**src/rtl/geofence_xprod_arb.sv**
```systemverilog
// Round-robin arbiter (with bounded burst lock) sharing one pipelined cross-product engine
// between two geofence requesters. Optional grant statistics: define GEOFENCE_XPROD_STATS_EN.
module geofence_xprod_arb #(
  parameter int CW       = 10,
  parameter int PIPE     = 2,
  parameter int LOCK_MAX = 6
) (
  input  logic                  clk,
  input  logic                  reset,
  input  logic                  req0_valid,
  input  logic                  req0_lock,
  input  logic [6*CW-1:0]       req0_pts,
  output logic                  req0_ready,
  input  logic                  req1_valid,
  input  logic                  req1_lock,
  input  logic [6*CW-1:0]       req1_pts,
  output logic                  req1_ready,
  output logic                  rsp_valid,
  output logic                  rsp_id,
  output logic signed [2*CW+2:0] rsp_val,
  output logic                  rsp_neg,
  output logic                  rsp_zero,
  output logic [15:0]           grant_cnt0,
  output logic [15:0]           grant_cnt1
);
  localparam int DW = CW + 1;
  localparam int PW = 2 * CW + 2;
  localparam int VW = 2 * CW + 3;
  localparam int RD = (PIPE == 1) ? 1 : PIPE - 1;

  logic       prio_q, prio_d;
  logic       lock_act_q, lock_act_d;
  logic       lock_own_q, lock_own_d;
  logic [3:0] lock_cnt_q, lock_cnt_d;
  logic       own_vld, lock_eff, gnt0, gnt1, xfer, xid, xlock, oth_vld;

  // A lock only binds while its owner keeps valid asserted.
  assign own_vld  = lock_own_q ? req1_valid : req0_valid;
  assign lock_eff = lock_act_q & own_vld;

  always_comb begin
    gnt0 = 1'b0;
    gnt1 = 1'b0;
    if (lock_eff) begin
      gnt0 = ~lock_own_q;
      gnt1 = lock_own_q;
    end else if (req0_valid & req1_valid) begin
      gnt0 = ~prio_q;
      gnt1 = prio_q;
    end else begin
      gnt0 = req0_valid;
      gnt1 = req1_valid;
    end
  end

  assign req0_ready = gnt0;
  assign req1_ready = gnt1;
  assign xfer       = gnt0 | gnt1;
  assign xid        = gnt1;
  assign xlock      = gnt1 ? req1_lock : req0_lock;
  assign oth_vld    = gnt1 ? req0_valid : req1_valid;

  always_comb begin
    prio_d     = prio_q;
    lock_act_d = lock_act_q;
    lock_own_d = lock_own_q;
    lock_cnt_d = lock_cnt_q;
    if (lock_act_q && !own_vld) begin
      lock_act_d = 1'b0;
      lock_own_d = 1'b0;
      lock_cnt_d = 4'd0;
    end
    if (xfer) begin
      prio_d = ~xid;
      if (!xlock) begin
        lock_act_d = 1'b0;
        lock_own_d = 1'b0;
        lock_cnt_d = 4'd0;
      end else begin
        lock_act_d = 1'b1;
        lock_own_d = xid;
        lock_cnt_d = (lock_eff ? lock_cnt_q : 4'd0) + {3'b000, oth_vld};
        // Forced release: the pointer already favours the waiting requester.
        if (oth_vld && (lock_cnt_d >= 4'(LOCK_MAX))) begin
          lock_act_d = 1'b0;
          lock_own_d = 1'b0;
          lock_cnt_d = 4'd0;
        end
      end
    end
  end

  always_ff @(posedge clk or posedge reset) begin
    if (reset) begin
      prio_q     <= 1'b0;
      lock_act_q <= 1'b0;
      lock_own_q <= 1'b0;
      lock_cnt_q <= 4'd0;
    end else begin
      prio_q     <= prio_d;
      lock_act_q <= lock_act_d;
      lock_own_q <= lock_own_d;
      lock_cnt_q <= lock_cnt_d;
    end
  end

  function automatic logic signed [DW-1:0] dif(input logic [CW-1:0] a, input logic [CW-1:0] b);
    return $signed({1'b0, a}) - $signed({1'b0, b});
  endfunction

  function automatic logic signed [PW-1:0] sx(input logic signed [DW-1:0] d);
    return {{(PW-DW){d[DW-1]}}, d};
  endfunction

  logic [6*CW-1:0]      sel_pts;
  logic signed [DW-1:0] dax, day, dbx, dby;

  assign sel_pts = gnt1 ? req1_pts : req0_pts;
  assign dax = dif(sel_pts[4*CW-1 -: CW], sel_pts[6*CW-1 -: CW]);
  assign day = dif(sel_pts[3*CW-1 -: CW], sel_pts[5*CW-1 -: CW]);
  assign dbx = dif(sel_pts[2*CW-1 -: CW], sel_pts[6*CW-1 -: CW]);
  assign dby = dif(sel_pts[CW-1:0],       sel_pts[5*CW-1 -: CW]);

  logic                 src_vld, src_id;
  logic signed [DW-1:0] src_dax, src_day, src_dbx, src_dby;

  generate
    if (PIPE == 1) begin : g_direct
      assign src_vld = xfer;
      assign src_id  = xid;
      assign src_dax = dax;
      assign src_day = day;
      assign src_dbx = dbx;
      assign src_dby = dby;
    end else begin : g_opreg
      logic                 op_vld_q, op_id_q;
      logic signed [DW-1:0] op_dax_q, op_day_q, op_dbx_q, op_dby_q;
      always_ff @(posedge clk or posedge reset) begin
        if (reset) begin
          op_vld_q <= 1'b0;
          op_id_q  <= 1'b0;
          op_dax_q <= '0;
          op_day_q <= '0;
          op_dbx_q <= '0;
          op_dby_q <= '0;
        end else begin
          op_vld_q <= xfer;
          if (xfer) begin
            op_id_q  <= xid;
            op_dax_q <= dax;
            op_day_q <= day;
            op_dbx_q <= dbx;
            op_dby_q <= dby;
          end
        end
      end
      assign src_vld = op_vld_q;
      assign src_id  = op_id_q;
      assign src_dax = op_dax_q;
      assign src_day = op_day_q;
      assign src_dbx = op_dbx_q;
      assign src_dby = op_dby_q;
    end
  endgenerate

  logic signed [PW-1:0] prod_a, prod_b;
  logic signed [VW-1:0] src_val;

  assign prod_a  = sx(src_dax) * sx(src_dby);
  assign prod_b  = sx(src_dbx) * sx(src_day);
  assign src_val = {prod_a[PW-1], prod_a} - {prod_b[PW-1], prod_b};

  logic          res_vld_q  [RD];
  logic          res_id_q   [RD];
  logic [VW-1:0] res_val_q  [RD];
  logic          res_neg_q  [RD];
  logic          res_zero_q [RD];

  // Data stages load only behind a valid, so the output holds its last result across bubbles.
  always_ff @(posedge clk or posedge reset) begin
    if (reset) begin
      for (int k = 0; k < RD; k++) begin
        res_vld_q[k]  <= 1'b0;
        res_id_q[k]   <= 1'b0;
        res_val_q[k]  <= '0;
        res_neg_q[k]  <= 1'b0;
        res_zero_q[k] <= 1'b0;
      end
    end else begin
      res_vld_q[0] <= src_vld;
      if (src_vld) begin
        res_id_q[0]   <= src_id;
        res_val_q[0]  <= src_val;
        res_neg_q[0]  <= src_val[VW-1];
        res_zero_q[0] <= (src_val == '0);
      end
      for (int k = 1; k < RD; k++) begin
        res_vld_q[k] <= res_vld_q[k-1];
        if (res_vld_q[k-1]) begin
          res_id_q[k]   <= res_id_q[k-1];
          res_val_q[k]  <= res_val_q[k-1];
          res_neg_q[k]  <= res_neg_q[k-1];
          res_zero_q[k] <= res_zero_q[k-1];
        end
      end
    end
  end

  assign rsp_valid = res_vld_q[RD-1];
  assign rsp_id    = res_id_q[RD-1];
  assign rsp_val   = res_val_q[RD-1];
  assign rsp_neg   = res_neg_q[RD-1];
  assign rsp_zero  = res_zero_q[RD-1];

`ifdef GEOFENCE_XPROD_STATS_EN
  logic [15:0] gcnt0_q, gcnt1_q;
  always_ff @(posedge clk or posedge reset) begin
    if (reset) begin
      gcnt0_q <= 16'd0;
      gcnt1_q <= 16'd0;
    end else begin
      if (gnt0 && (gcnt0_q != 16'hFFFF)) gcnt0_q <= gcnt0_q + 16'd1;
      if (gnt1 && (gcnt1_q != 16'hFFFF)) gcnt1_q <= gcnt1_q + 16'd1;
    end
  end
  assign grant_cnt0 = gcnt0_q;
  assign grant_cnt1 = gcnt1_q;
`else
  assign grant_cnt0 = 16'd0;
  assign grant_cnt1 = 16'd0;
`endif

endmodule
```
**config.mk**
```make
export PLATFORM = sky130hd
export DESIGN_NAME = geofence_xprod_arb
export DESIGN_NICKNAME = d
export VERILOG_FILES = /design/src/rtl/geofence_xprod_arb.sv
export SDC_FILE = /design/constraint.sdc
export NUM_CORES = 1
export LEC_CHECK = 0
export ABC_CLOCK_PERIOD_IN_PS = 9200
export BUFFER_PORTS_ARGS = -buffer_cell sky130_fd_sc_hd__clkbuf_2
export CAP_MARGIN = 0
export CELL_PAD_IN_SITES_DETAIL_PLACEMENT = 0
export CELL_PAD_IN_SITES_GLOBAL_PLACEMENT = 1
export CORE_ASPECT_RATIO = 1.5
export CORE_UTILIZATION = 44
export CTS_CLUSTER_SIZE = 10
export DETAILED_ROUTE_END_ITERATION = 12
export PLACE_DENSITY_LB_ADDON = 0.1
export SETUP_SLACK_MARGIN = 0.02
export SLEW_MARGIN = 30
export SYNTH_ARGS = -nofsm -noshare
export SYNTH_HDL_FRONTEND = slang
export SYNTH_SLANG_ARGS = --single-unit
```
**constraint.sdc**
```tcl
create_clock -name clk -period 9.2 [get_ports clk]
set_input_delay 0.46 -clock clk [delete_from_list [all_inputs] [get_ports clk]]
set_output_delay 0.46 -clock clk [all_outputs]
set_load 0.05 [all_outputs]
```
==> results of run 1 <==
cell families (layout without fill, tap and decap cells):
group	Yosys count	after routing	share of synthesized area, %
AO/OA/AOI/OAI	173	173	7.56
XOR/XNOR	44	44	2.47
adder cells (fa/ha/maj)	404	404	45.9
buffers and inverters	456	532	11.8
flip-flops	79	79	12.7
multiplexers	84	84	5.85
other	1	32	0.0241
AND/OR/NAND/NOR	408	408	13.7
final cells by class:
| class | count | area (um^2) |
|---|---|---|
| multi-input cells | 1145 | 11900 |
| flip-flops and latches | 79 | 1980 |
| well taps | 473 | 592 |
| inverters | 357 | 1340 |
| clock buffers | 9 | 225 |
| fillers | 3466 | 18100 |
| repair buffers | 159 | 808 |
| clock inverters | 7 | 77.6 |
worst max-delay path, delay by kind of cell (launching register included):
kind | cells | cell delay [ns]
fa+ha+maj | 8 | 4.17
simple gates | 4 | 1.77
flops | 1 | 0.54
compound gates | 3 | 0.50
buf+inv | 6 | 0.40
xor+xnor | 1 | 0.14
through the flow:
| stage | hold slack (ns) | worst slack (ns) | std cells | util [%] |
|---|---|---|---|---|
| 2_1_floorplan | 0.352 | 2.02 | 1680 | - |
| 3_3_place_gp | 0.459 | 1.63 | 2213 | 47.5 |
| 3_5_place_dp | 0.471 | 1.58 | 2213 | 47.5 |
| 4_1_cts | 0.182 | 1.56 | 2229 | 48.3 |
| 5_1_grt | 0.223 | 1.14 | 2229 | 48.3 |
| 6_report | 0.156 | 1.57 | 2229 | 48.3 |
per-layer routing:
metal  GRT usage [%]  vias up  routed length (um)
met5               0        -                   0
met4            7.84        0                1070
met3            2.50       57                 959
met2            43.1      190               21400
met1            26.0     5595               15000
li1                -     5210                   -
cells in the final DEF (no fill, tap or decap), types with 3 or more instances in the layout:
| master | synthesis | routed |
|---|---|---|
| inv_1 | 357 | 355 |
| fa_1 | 279 | 279 |
| and2_1 | 154 | 154 |
| clkbuf_2 | 0 | 154 |
| nand2_1 | 126 | 126 |
| ha_1 | 125 | 125 |
| dfrtp_1 | 79 | 79 |
| mux2_2 | 56 | 56 |
| nor2_1 | 48 | 47 |
| a21oi_1 | 42 | 41 |
| xnor2_1 | 37 | 37 |
| conb_1 | 1 | 32 |
| o21ai_0 | 29 | 29 |
| mux2i_1 | 28 | 28 |
| o31ai_1 | 20 | 20 |
| o21a_1 | 19 | 19 |
| nor2b_1 | 18 | 18 |
| nor3_1 | 14 | 14 |
| a21boi_0 | 11 | 11 |
| nor3b_1 | 9 | 9 |
| nand2b_1 | 9 | 9 |
| clkbuf_16 | 0 | 9 |
| nand3_1 | 7 | 7 |
| xor2_1 | 7 | 7 |
| a21o_1 | 6 | 6 |
| o211ai_1 | 6 | 6 |
| nand3b_1 | 6 | 6 |
| o21bai_1 | 6 | 6 |
| o41ai_1 | 5 | 5 |
| buf_4 | 33 | 5 |
| a211oi_1 | 4 | 4 |
| a31oi_1 | 3 | 3 |
| and3_1 | 3 | 3 |
| nor4b_1 | 3 | 3 |
| clkinv_2 | 0 | 3 |
| a22o_1 | 3 | 3 |
flip-flops by register name, indices dropped and copies added, names as in the netlist:
register	cells
g_opreg.op_dby_q	11
rsp_zero	1
lock_cnt_q	4
lock_own_q	1
g_opreg.op_day_q	11
prio_q	1
rsp_val	23
g_opreg.op_id_q	1
g_opreg.op_vld_q	1
rsp_id	1
g_opreg.op_dbx_q	11
rsp_valid	1
g_opreg.op_dax_q	11
lock_act_q	1
final timing paths:
kind | to | depth (start not counted) | slack, ns
setup / recovery | rsp_zero | 22 | 1.57
hold / removal | lock_cnt_q[1] | 2 | 0.16
setup reg to reg | rsp_zero | 22 | 1.57
hold reg to reg | g_opreg.op_id_q | 1 | 0.48
max in group asynchronous | rsp_val[20] | 3 | 7.95
min in group clk | lock_own_q | 3 | 0.31
==> impl_metrics.yaml, run 1 <==
job:
  maxCapViolCount: 0
setup_path:
  setup.worst_path.start: "g_opreg.op_day_q[0]"
  cp_slowest_stage_delay_ns: 0.90
  slowest_stage: "fa_1"
  crit_type: "flop to flop"
  worst_ep_arrival_time_ns: 7.89
  cp-end-kind: "flop"
  crit_path_frequent_cell: "fa_1"
  worstPathMaxFanout: 12
  rr_startpoint: "g_opreg.op_day_q[0]"
  start_kind: "flop"
  worstPathRequired_ns: 9.46
  path_cells: "nand2_1, inv_1, fa_1, inv_1, fa_1, inv_1, fa_1, inv_1, fa_1, fa_1, fa_1, inv_1, fa_1, inv_1, ha_1, or3b_2, o2111ai_2, a21boi_2, xnor2_1, or4_1, or4b_1, o41ai_2"
global_routing:
  grt_antenna_before_repair: 1
  overflow: 0
  grt_pass1_wl_mm: 62.4
  grt.total_usage_pct: 22.7
  grt_pass1_vias: 12000
  grt_max_degree: 76
clock_tree:
  cts-root-buf: "clkbuf_16"
  post_cts_resized: 0
  cts.sinks: 79
  cts_tree: "built"
  cts_buffers: 9
  clock_latency_ns: 0.38
  clk_pin_slew_worst_paths_ns: 0.08
  clk_path_buf_depth: 2
  cts_hold_buf: 0
  post-cts-setup-buffer-count: 0
  htreeDepth: 3
timing:
  rsz0062_at_grt: "no"
  fmax_ghz: 0.131
  maxSlewHeadroom_pct: 39.9
  clock_skew_ns: 0.0159
  worst_pin_slew_ns: 0.899
  setup_viol: 0
  tns_ns: 0
  finalHoldViolCount: 0
  maxSlewViolCount: 0
  min_period_over_period_pct: 82.9
  period_needed_ns: 7.63
synthesis:
  synthTopCellsByArea: "fa_1 (36%), dfrtp_1 (13%), ha_1 (10%), inv_1 (8.6%), and2_1 (6.2%)"
  synth_area_mm2: 0.0156
  synth_edf_count: 0
  synth_seq_cells: 79
  ys_seq_area_share_pct: 12.7
  synthFlopType: "dfrtp_1"
  synth_area_leader_cell: "fa_1"
  avgSynthCellArea_um2: 9.44
  yosysWarningCount: 0
  synth_top_area_share_pct: 35.9
  ys_types: 59
  yosysMostFrequentCell: "inv_1"
  synth-async-reset-ratio_pct: 100
  synth_commonest_cells: "inv_1 (357), fa_1 (279), and2_1 (154)"
  synth_cells: 1649
drt:
  route.vias.total: 11100
  avgRoutedWirePerCell_um: 17.2
  postRouteWirelength_mm: 38.4
  dr.pass1.iters: 5
  vias_per_cell: 4.96
  route.detailed.drc: 0
  ant_nets: 0
  dr.first_iter.drc_count: 427
cells_and_area:
  final_area_mm2: 0.0169
  antenna_cells: 0
  nets: 2281
  drive_gt1_share_pct: 14.1
  syn2layout_area_growth_pct: 8.63
status:
  status: "finished, final reports clean"
floorplanning:
  die_width_um: 156
  chipHeight_um: 232
  die_area_mm2: 0.0362
  rows: 84
  start_util_pct: 44.5
  core_mm2: 0.0350
  ios: 187
placed_design:
  post_dp_cell_area_mm2: 0.0166
  dpl.hpwl_mm: 32.8
  io_buffers: 154
  place.gp.congestion: 0.817
hold_path:
  hold_path.class: "primary input to asynchronous set/reset pin"
Power of run 1 is left out: the tool's default activity adds up to more than one toggle a clock period on the data nets, which glitch-free logic cannot reach.
==> run 2, diff against run 1 <==
ABC_CLOCK_PERIOD_IN_PS = 7800   (was 9200)
clock period = 7.8 ns   (was 9.2 ns; I/O delays follow)
==> run 2 against run 1 <==
Against the previous run: worst hold slack worse by 0.15 ns; clock-buffer cell count stayed put; die area stayed put; register-to-register slack worse by 1.2 ns; global-route usage is 0.41 points higher; sequential share of layout area is 0.084 points lower; non-clock buffer count is 19 higher; via count is 0.43% higher; worst setup slack worse by 1.2 ns.
==> impl_metrics.yaml, run 2 (synthesis gave the netlist of run 1 again) <==
setup_path:
  path_cells: "nand2_1, fa_1, inv_1, fa_1, inv_1, fa_1, inv_1, fa_1, fa_1, fa_1, inv_1, fa_1, inv_1, ha_1, a21o_1, a221oi_1, inv_1, a31oi_1, nor2b_1, o31a_1, or4b_1, o41ai_2"
  cp_slowest_stage_delay_ns: 0.64
  worstPathMaxFanout: 12
  worst_ep_arrival_time_ns: 7.68
  start_kind: "flop"
  crit_path_frequent_cell: "fa_1"
  crit_type: "flop to flop"
  slowest_stage: "dfrtp_1"
  cp-end-kind: "flop"
  worst-path-buf-inv: 6
  worstPathRequired_ns: 8.06
  critPathTopFamily: "adder cells"
drt:
  route.detailed.drc: 0
  postRouteWirelength_mm: 39.5
  ant_nets: 0
  dr.pass1.iters: 5
  avgRoutedWirePerCell_um: 17.6
  dr.first_iter.drc_count: 522
  route.vias.total: 11100
  vias_per_cell: 4.94
timing:
  rsz0062_at_grt: "no"
  finalHoldViolCount: 0
  clock_skew_ns: 0.0152
  setup_viol: 0
  maxSlewHeadroom_pct: 43.8
  worst_pin_slew_ns: 0.841
  fmax_ghz: 0.135
  tns_ns: 0
  period_needed_ns: 7.42
  maxSlewViolCount: 0
  min_period_over_period_pct: 95.1
clock_tree:
  htreeDepth: 3
  cts_tree: "built"
  clock_latency_ns: 0.37
  cts_hold_buf: 0
  clk_pin_slew_worst_paths_ns: 0.08
  cts.sinks: 79
  post_cts_resized: 0
  cts_buffers: 9
  clk_path_buf_depth: 2
  post-cts-setup-buffer-count: 0
  cts-root-buf: "clkbuf_16"
global_routing:
  grt_pass1_vias: 11700
  grt_antenna_before_repair: 0
  grt_max_degree: 76
  overflow: 0
  grt_pass1_wl_mm: 62.6
  grt.total_usage_pct: 23.1
cells_and_area:
  layout_common_cells: "inv_1 (355), fa_1 (279), and2_1 (154), clkbuf_2 (154), nand2_1 (126)"
  antenna_cells: 0
  drive_gt1_share_pct: 15.0
  layout_commonest_cell: "inv_1"
  largest_reg_flops: 23
  syn2layout_area_growth_pct: 9.42
  nets: 2300
placed_design:
  place.gp.congestion: 0.851
  io_buffers: 154
  dpl.hpwl_mm: 34.1
job:
  maxCapViolCount: 0
floorplanning:
  die_area_mm2: 0.0362
  core_mm2: 0.0350
  chipHeight_um: 232
  rows: 84
  die_width_um: 156
  start_util_pct: 44.5
  ios: 187
hold_path:
  hold_path.class: "primary input to asynchronous set/reset pin"
status:
  status: "finished, final reports clean"
-- run 2: per-layer routing --
layer,part of all wire [%],GRT usage [%]
met5,0,0
met2,57,44.5
met3,2.3,2.37
met4,2.7,7.51
met1,38,26.3
-- run 2: worst reg2reg max path: cells and delay by family (launching register included) --
family          cells  cell delay (ns)
compound gates      5             1.42
flops               1             0.64
fa+ha+maj           8             3.94
buf+inv             6             0.42
simple gates        3             0.88
-- run 2: final cells by class --
| type | instances | area [um^2] |
|---|---|---|
| clock buffer | 9 | 225 |
| clock inverter | 7 | 52.6 |
| fill | 3453 | 18000 |
| inverter | 357 | 1340 |
| multi-input combinational | 1145 | 11900 |
| sequential | 79 | 1980 |
| tap | 473 | 592 |
| timing repair buffer | 178 | 951 |
-- run 2: path summary, 6_finish.rpt --
path | slack, ns | end | cells past startpoint | from
setup / recovery | 0.38 | rsp_zero | 22 | g_opreg.op_dax_q[10]
hold / removal | 0.008 | lock_cnt_q[0] | 2 | reset
setup reg to reg | 0.38 | rsp_zero | 22 | g_opreg.op_dax_q[10]
hold reg to reg | 0.48 | g_opreg.op_id_q | 1 | g_opreg.op_id_q
max in group asynchronous | 6.61 | rsp_val[12] | 3 | reset
min in group clk | 0.25 | lock_own_q | 3 | req1_lock
-- run 2: through the flow --
step / setup slack, ns / instances / util, % / instance area, um^2 / hold WS [ns]
6_report: 0.384 / 2248 / 48.7 / 17000 / 0.00823
5_1_grt: 0.0361 / 2248 / 48.7 / 17000 / 0.0535
4_1_cts: 0.334 / 2248 / 48.7 / 17000 / 0.0322
3_5_place_dp: 0.372 / 2232 / 47.9 / 16800 / 0.436
3_3_place_gp: 0.422 / 2232 / 47.9 / 16800 / 0.432
2_1_floorplan: 0.624 / 1680 / - / 15700 / 0.352
Power of run 2 is left out for the same reason.
==> run 3, diff against run 2 <==
CORE_ASPECT_RATIO = not set   (was 1.5)
CORE_UTILIZATION = 47   (was 44)
==> run 3 against run 2 <==
Against the previous run: non-clock buffer count is 3 lower; clock skew is 0.0058 ns higher; sequential cell count stayed put; fmax is 0.14% higher; critical endpoint unchanged; largest cell class unchanged.
==> impl_metrics.yaml, run 3 (synthesis gave the netlist of run 1 again) <==
timing:
  maxSlewViolCount: 0
  maxSlewHeadroom_pct: 47.7
  rsz0062_at_grt: "no"
  worst_pin_slew_ns: 0.784
  setup_viol: 0
  finalHoldViolCount: 0
  tns_ns: 0
  clock_skew_ns: 0.0210
  fmax_ghz: 0.135
  period_needed_ns: 7.41
  min_period_over_period_pct: 94.9
placed_design:
  io_buffers: 154
  place.gp.congestion: 0.850
  place_inst: 2198
  dpl.hpwl_mm: 32.1
  post_dp_cell_area_mm2: 0.0167
cells_and_area:
  antenna_cells: 0
  layout_commonest_cell: "inv_1"
  postLayoutCoreUtil_pct: 52.3
  fill_cells: 3142
  final_area_mm2: 0.0170
  final_cell_count_no_fill: 2214
  syn2layout_area_growth_pct: 9.23
  layout_common_cells: "inv_1 (355), fa_1 (279), and2_1 (154), clkbuf_2 (154), nand2_1 (126)"
  largest_reg_flops: 23
  drive_gt1_share_pct: 15.0
  nets: 2297
setup_path:
  crit_path_frequent_cell: "fa_1"
  path_cells: "and2_1, fa_1, inv_1, fa_1, fa_1, inv_1, fa_1, fa_1, fa_1, inv_1, fa_1, inv_1, ha_1, o21a_1, o21ai_0, nor3_1, o21a_1, o2111ai_1, or4_1, or4b_1, o41ai_2"
  slowest_stage: "dfrtp_1"
  critPathTopFamily: "adder cells"
  worstPathMaxFanout: 12
  start_kind: "flop"
  crit_type: "flop to flop"
  cp_slowest_stage_delay_ns: 0.57
  cp-end-kind: "flop"
  worstPathRequired_ns: 8.07
  worst_ep_arrival_time_ns: 7.67
  worst-path-buf-inv: 4
job:
  maxCapViolCount: 0
drt:
  dr.pass1.iters: 5
  vias_per_cell: 4.97
  avgRoutedWirePerCell_um: 16.9
  dr.first_iter.drc_count: 545
  postRouteWirelength_mm: 37.5
  route.vias.total: 11000
  route.detailed.drc: 0
  ant_nets: 0
clock_tree:
  cts-root-buf: "clkbuf_16"
  clk_path_buf_depth: 2
  htreeDepth: 3
  cts_tree: "built"
  clk_pin_slew_worst_paths_ns: 0.07
  cts.sinks: 79
  post_cts_resized: 0
  cts_buffers: 9
  post-cts-setup-buffer-count: 0
  cts_hold_buf: 0
  clock_latency_ns: 0.38
floorplanning:
  die_area_mm2: 0.0339
  ios: 187
  core_mm2: 0.0325
  chipHeight_um: 184
  rows: 66
  die_width_um: 184
  start_util_pct: 47.9
global_routing:
  grt_pass1_vias: 11400
  overflow: 0
  grt_antenna_before_repair: 0
  grt_pass1_wl_mm: 61.4
  grt.total_usage_pct: 23.8
  grt_max_degree: 76
status:
  status: "finished, final reports clean"
hold_path:
  hold_path.class: "primary input to asynchronous set/reset pin"
[run 3: worst register-to-register path, delay by kind of cell (launching register included)]
family	cells	cell delay [ns]
AOI/OAI and AO/OA	5	1.00
buffers and inverters	4	0.19
DFF	1	0.57
and+or+nand+nor	4	1.74
adders and majority gates	8	3.79
[run 3: layer usage]
metal	GRT usage (%)	vias to the layer above	routed length [um]
li1	-	5256	-
met1	32.3	5525	16900
met2	40.0	183	18800
met3	3.01	39	1070
met4	6.17	0	748
met5	0	-	0
[run 3: cell type report]
type | instances | area [um^2] | area share, %
Clock inverter | 7 | 83.8 | 0.493
Inverter | 357 | 1340 | 7.88
Sequential cell | 79 | 1980 | 11.6
Multi-Input combinational cell | 1145 | 11900 | 70.0
Tap cell | 442 | 553 | 3.25
Timing Repair Buffer | 175 | 928 | 5.46
Clock buffer | 9 | 225 | 1.32
[run 3: worst paths after layout]
check | from | to | slack (ns) | depth (start not counted)
min reg2reg | g_opreg.op_id_q | g_opreg.op_id_q | 0.48 | 1
max in group asynchronous | reset | g_opreg.op_dax_q[10] | 6.53 | 3
max reg2reg | g_opreg.op_dax_q[6] | rsp_zero | 0.39 | 21
min | reset | rsp_val[20] | 0.05 | 2
min in group clk | req1_lock | lock_own_q | 0.28 | 3
max | g_opreg.op_dax_q[6] | rsp_zero | 0.39 | 21
[run 3: per-stage QoR]
step	setup WS, ns	hold slack [ns]
3_5_place_dp	0.380	0.466
3_3_place_gp	0.439	0.459
6_report	0.395	0.0497
4_1_cts	0.363	0.0584
2_1_floorplan	0.624	0.352
5_1_grt	0.0222	0.0859
Power of run 3 is left out for the same reason.
